`src/rtl/cw_word_loader.sv`:
```
// Byte-to-codeword packer feeding the 20-8 constant-weight decoder input FIFO.
// Define CW_WEIGHT_CHECK_EN to add the sticky weight_err popcount check.
module cw_word_loader #(
   parameter int CW_W   = 20,
   parameter int NUM_CW = 10,
   parameter int CW_WT  = 8
) (
   input  logic            clk,
   input  logic            rst_b,
   input  logic            msg_start,
   input  logic [7:0]      byte_in,
   input  logic            byte_valid,
   output logic            byte_ready,
   input  logic            fifo_full,
   output logic [CW_W-1:0] cw_word,
   output logic            cw_wr_en,
   output logic            dec_start,
`ifdef CW_WEIGHT_CHECK_EN
   output logic            weight_err,
`endif
   output logic            load_done
);

   localparam int ACC_W = CW_W + 7;
   localparam int BC_W  = $clog2(ACC_W + 1);
   localparam int WC_W  = $clog2(NUM_CW + 1);

   localparam logic [BC_W-1:0] CW_W_BC   = BC_W'(CW_W);
   localparam logic [BC_W-1:0] BYTE_BC   = BC_W'(8);
   localparam logic [WC_W-1:0] NUM_CW_WC = WC_W'(NUM_CW);
   localparam logic [WC_W-1:0] ONE_WC    = WC_W'(1);

   typedef enum logic [1:0] {IDLE, FILL, WRITE, DONE} state_t;

   state_t           state, state_n;
   logic [ACC_W-1:0] acc, acc_n;
   logic [BC_W-1:0]  bcnt, bcnt_n;
   logic [WC_W-1:0]  wcnt, wcnt_n;
   logic [CW_W-1:0]  cw_q;
   logic             dec_q;
   logic             ready_c, wr_c, done_c;

   always_comb begin
      // NOTE: every signal written here gets a default first, so no path can infer a latch.
      state_n = state;
      acc_n   = acc;
      bcnt_n  = bcnt;
      wcnt_n  = wcnt;
      ready_c = 1'b0;
      wr_c    = 1'b0;
      done_c  = 1'b0;
      unique case (state)
         IDLE: begin
            if (msg_start) begin
               state_n = FILL;
               acc_n   = '0;
               bcnt_n  = '0;
               wcnt_n  = '0;
            end
         end
         FILL: begin
            if (bcnt >= CW_W_BC) begin
               state_n = WRITE;
            end else begin
               ready_c = 1'b1;
               if (byte_valid) begin
                  acc_n  = acc | (ACC_W'(byte_in) << bcnt);
                  bcnt_n = bcnt + BYTE_BC;
               end
            end
         end
         WRITE: begin
            if (!fifo_full) begin
               wr_c    = 1'b1;
               acc_n   = acc >> CW_W;
               bcnt_n  = bcnt - CW_W_BC;
               wcnt_n  = wcnt + ONE_WC;
               state_n = (wcnt_n == NUM_CW_WC) ? DONE : FILL;
            end
         end
         DONE: begin
            done_c  = 1'b1;
            state_n = IDLE;
         end
         default: state_n = IDLE;
      endcase
   end

   always_ff @(posedge clk) begin
      // NOTE: sequential state uses non-blocking assignments so every register samples pre-edge values.
      if (!rst_b) begin
         state <= IDLE;
         acc   <= '0;
         bcnt  <= '0;
         wcnt  <= '0;
         cw_q  <= '0;
         dec_q <= 1'b0;
      end else begin
         state <= state_n;
         acc   <= acc_n;
         bcnt  <= bcnt_n;
         wcnt  <= wcnt_n;
         if (wr_c) cw_q <= acc[CW_W-1:0];
         dec_q <= wr_c && (wcnt == '0);
      end
   end

`ifdef CW_WEIGHT_CHECK_EN
   logic werr_q;

   always_ff @(posedge clk) begin
      if (!rst_b) begin
         werr_q <= 1'b0;
      end else if (state == IDLE && msg_start) begin
         werr_q <= 1'b0;
      end else if (wr_c && ($countones(acc[CW_W-1:0]) != CW_WT)) begin
         werr_q <= 1'b1;
      end
   end

   assign weight_err = rst_b & werr_q;
`endif

   // Outputs are forced low while rst_b is asserted, before the clearing edge arrives.
   assign byte_ready = rst_b & ready_c;
   assign cw_wr_en   = rst_b & wr_c;
   assign cw_word    = !rst_b ? '0 : (wr_c ? acc[CW_W-1:0] : cw_q);
   assign dec_start  = rst_b & dec_q;
   assign load_done  = rst_b & done_c;

endmodule

```
`config.mk`:
```
export PLATFORM = sky130hd
export DESIGN_NAME = cw_word_loader
export DESIGN_NICKNAME = d
export VERILOG_FILES = /design/src/rtl/cw_word_loader.sv
export SDC_FILE = /design/constraint.sdc
export NUM_CORES = 1
export LEC_CHECK = 0
export ABC_AREA = 1
export BUFFER_PORTS_ARGS = -buffer_cell sky130_fd_sc_hd__buf_2
export CAP_MARGIN = 0
export CORE_ASPECT_RATIO = 1.75
export CORE_UTILIZATION = 57
export CTS_BUF_LIST = sky130_fd_sc_hd__clkbuf_16
export CTS_CLUSTER_SIZE = 25
export DETAILED_ROUTE_END_ITERATION = 10
export GPL_TIMING_DRIVEN = 0
export MAX_ROUTING_LAYER = met4
export PLACE_DENSITY = 0.84
export RECOVER_POWER = 100
export SYNTH_ARGS = -nofsm -noshare
export SYNTH_HDL_FRONTEND = slang
export SYNTH_SLANG_ARGS = --single-unit
export TNS_END_PERCENT = 100
```
`constraint.sdc`:
```
create_clock -name clk -period 2.7 [get_ports clk]
set_clock_uncertainty 0.1 [all_clocks]
set_input_delay 0.81 -clock clk [delete_from_list [all_inputs] [get_ports clk]]
set_output_delay 0.81 -clock clk [all_outputs]
set_load 0.01 [all_outputs]
```
# Yosys cells after proc, flatten, opt, wreduce, memory -nomap -nowiden
# Cells that the tools add are included.
# totals
reg_bits	59
output_inout_bits	24
# classes
addsub	3
order_cmp	1
eq_ne	9
n_shift	1
n_mux	25
n_bitwise	5
n_reduce_logical	8
# op_table
op	count
27-bit two-way mux	4
27-bit case mux with 3 select lines	1
20-bit two-way mux	2
27-bit bitwise OR	1
8-bit by 5-bit << shifter with 27-bit output	1
5-bit two-way mux	4
5-bit case mux with 3 select lines	1
2-bit inequality test, second input constant	5
2-bit two-way mux	4
4-bit two-way mux	2
2-bit case mux with 4 select lines	1
4-bit case mux with 2 select lines	1
3-bit AND reduction	2
5-bit by 4-bit adder with 5-bit output, second input constant	1
5-bit greater-or-equal comparator, second input constant	1
1-bit two-way mux	5
5-bit AND reduction	1
5-bit subtractor, second input constant	1
4-bit by 1-bit adder with 4-bit output, second input constant	1
1-bit bitwise AND	4
2-bit == test, second input constant	2
4-bit == test, second input constant	1
4-bit logical NOT	1
3-bit nonzero test	1
other kinds (4)	4

# Longest topological paths before layout
# depth
word_depth	5
depth_mapped	12
ltp_nobuf	10

# Least setup slack after synthesis
# OpenSTA, ideal clock, no wires.
# synth_path
path_type	input to output
start	in fifo_full
end	out cw_word[0]
t_arrival_ns	1.583
setup_slack_ns	0.207
cell_stages	6
path_buffers	2
cell_sequence	or2_1 buf_6 inv_4 buf_6 nor2_1 nor2_1
# synth_between
elab_chain_cells	4
# synth_rtl
item	line	source
start, declared	14	input logic fifo_full,
1-bit two-way mux	73	if (!fifo_full) begin
1-bit two-way mux	52	unique case (state)
20-bit two-way mux (2 in series)	n/a	
end, declared	15	output logic [CW_W-1:0] cw_word,
# No other way between the ends.

# Worst setup path after layout
# layout_path
start	in fifo_full
end	out cw_word[17]
# Same word-level chain as after synthesis.

==> qor.csv <==
metric,value,unit
violated checks,negative setup slack,
Yosys cell types,26,
Die Y,93.6,µm
core area,4620,µm²
nets,471,
Initial Utilization,59.0,%
Synth Instances,382,
final worst slack,-0.0313,ns
maximum net fanout on the critical path,8,
design area,3460,µm²
Clock Latency Late Sink,0.32,ns
Fin. Hold Viols,0,
Peak VDD IR,0.791,mV
die area,5080,µm²
Starting DRT DRC Count,98,
largest net degree at the start of global routing,12,
Pleak,1.63,nW
Die X,54.3,µm
outcome,"complete, but fails checks",
hpwl dp,5.03,mm
CP Capture Type,output pin,
Max clock buf depth,2,
first-pass GRT wire length,12.1,mm
area delta synth->final,26.9,%
DP Area,2980,µm²
Pins Over Slew Limit,0,
Post-Syn Area,2730,µm²
crit path time final,2.73,ns
CTS tree,yes,
hold_buf cts,0,
Core Rows,33,
sequential-to-total area share from yosys stat,41.8,%
Vias/cell,5.61,
pwr/cell area,1040,nW/µm²
Final ANT Viol Nets,0,
final worst-path cycle share,101,%
layout cells sized above 1,24.7,%
via count,2810,
RSZ-0062 raised after global routing,true,
total wire length,7.62,mm
"CTS clk-pin slew, worst paths",0.05,ns
total gr overflow,0,
Setup-failing EPs final,7,
WS Path Type,in -> out,
Post-Place Setup Slack,-0.262,ns
# IOs,37,
synthesized flop and latch total,57,
CTS Buf Count,9,
Max Cap Viol,0,
"commonest non-fill, non-tap cell in the layout",nand2_1,
CP Launch Type,primary input,
hold_ws,0.353,ns
drt drc,0,
number of global-route vias before repair,2687,
Tot GR Track Use,34.3,%
Worst Path Arrival,1.82,ns
diodes inserted,0,
CTS root buffer,clkbuf_16,
Synth Net Count,407,
H-tree Lvls,3,
I/O Buffers,36,
Yosys warning count,0,
Required @ worst endpoint,1.79,ns
Tightest Hold Check Type,reg -> reg,
"commonest cells after routing, fill and taps aside","61 x nand2_1, 55 x dfxtp_1, 49 x nor2_1",
global placer's final weighted congestion,1.00,
Achievable Freq,366,MHz
drt wl/cell,15.2,µm
initial antenna violation count,0,
Rel. slew slack,70.0,%
syn_area_per_cell,7.15,µm²
drt first pass iters,4,
worst slew pin tran,0.450,ns
CTS Sinks,57,
==> cells in the mapped netlist <==
cell type  count  area (µm²)
a21oi_1       39         195
a21oi_2        1        8.76
and3_1         1        6.26
buf_2          7        35.0
buf_4          6        45.0
buf_6          4        45.0
clkbuf_1       5        18.8
dfxtp_1       57        1140
ha_1          12         150
inv_1         38         143
inv_2          2        7.51
inv_4          1        6.26
nand2_1       61         229
nand2_2        1        6.26
nand3_1       45         225
nand3_2        1        10.0
nand4_1        6        37.5
nor2_1        56         210
nor2_2         1        6.26
nor3_1         1        5.00
o21ai_0       27         135
o21ai_1        4        20.0
o21bai_1       3        22.5
o22ai_1        1        6.26
or2_1          1        6.26
xor2_1         1        8.76
==> repair_timing <==
action                                  CTS  global route
endpoints found under the setup margin   23            21
buffers inserted                          4            11
pin swaps                                 9            14
gates resized for setup                  24            25
cloned                                    3             0
==> through the flow <==
stage | cells | total power (W) | utilization [%] | setup TNS, ns
after floorplan | 382 | 0.00203 | - | 0
after global placement | 470 | 0.00238 | 64.3 | -1.85
after detailed placement | 470 | 0.00241 | 64.3 | -2.36
after CTS | 491 | 0.00346 | 72.0 | 0
after global routing | 501 | 0.00381 | 74.9 | -0.996
final | 501 | 0.00359 | 74.9 | -0.0970
==> layer usage <==
layer | vias up | wire (µm) | GRT usage (%)
met5 | - | 0 | -
li1 | 1368 | - | -
met2 | 117 | 4000 | 57.1
met1 | 1286 | 2700 | 32.9
met4 | 0 | 467 | 24.8
met3 | 39 | 454 | 7.15
==> sequential cells by signal (all words and copies together) (netlist names) <==
| name | flops |
|---|---|
| bcnt | 3 |
| state | 2 |
| cw_q | 20 |
| wcnt | 4 |
| dec_q | 1 |
| acc | 27 |
==> path summary, 6_finish.rpt <==
check	startpoint	endpoint	slack, ns	cells after the start
hold reg to reg	acc[20]$_SDFFE_PN0P_	acc[20]$_SDFFE_PN0P_	0.35	2
setup / recovery	fifo_full	cw_word[17]	-0.03	8
hold / removal	acc[20]$_SDFFE_PN0P_	acc[20]$_SDFFE_PN0P_	0.35	2
setup reg to reg	bcnt[3]$_SDFFE_PN0P_	acc[15]$_SDFFE_PN0P_	0.65	11
==> final cells by class <==
cell class	instances	area (µm²)
plain buffers	21	158
clock buffers	9	225
clock inverters	5	26.3
fillers	355	1160
inverters	41	166
multi-input cells	262	1350
flip-flops and latches	57	1150
well taps	52	65.1
repair buffers	53	318
repair inverters	1	6.26
==> cells by family after synthesis <==
group	Yosys count	share of synthesized area [%]
xor gates and xnor gates	1	0.321
adders and majority gates	12	5.50
DFF	57	41.8
AOI/OAI and AO/OA	75	14.2
and+or+nand+nor	174	27.2
buffers and inverters	63	11.0
==> power breakdown <==
part / switching [W] / leakage, nW / internal (W)
sequential: 0.0000828 / 0.463 / 0.000976
clock: 0.000367 / 0.128 / 0.000599
combinational: 0.00102 / 1.04 / 0.000546
total: 0.00147 / 1.63 / 0.00212
==> worst max-delay path, stage by stage <==
cell	delay (ns)
buf_6	0.09
or2_1	0.24
buf_6	0.16
inv_8	0.07
buf_6	0.12
nor2_1	0.05
nor2_1	0.13
buf_2	0.15
Note: power is estimated with default switching activity, not from simulation.
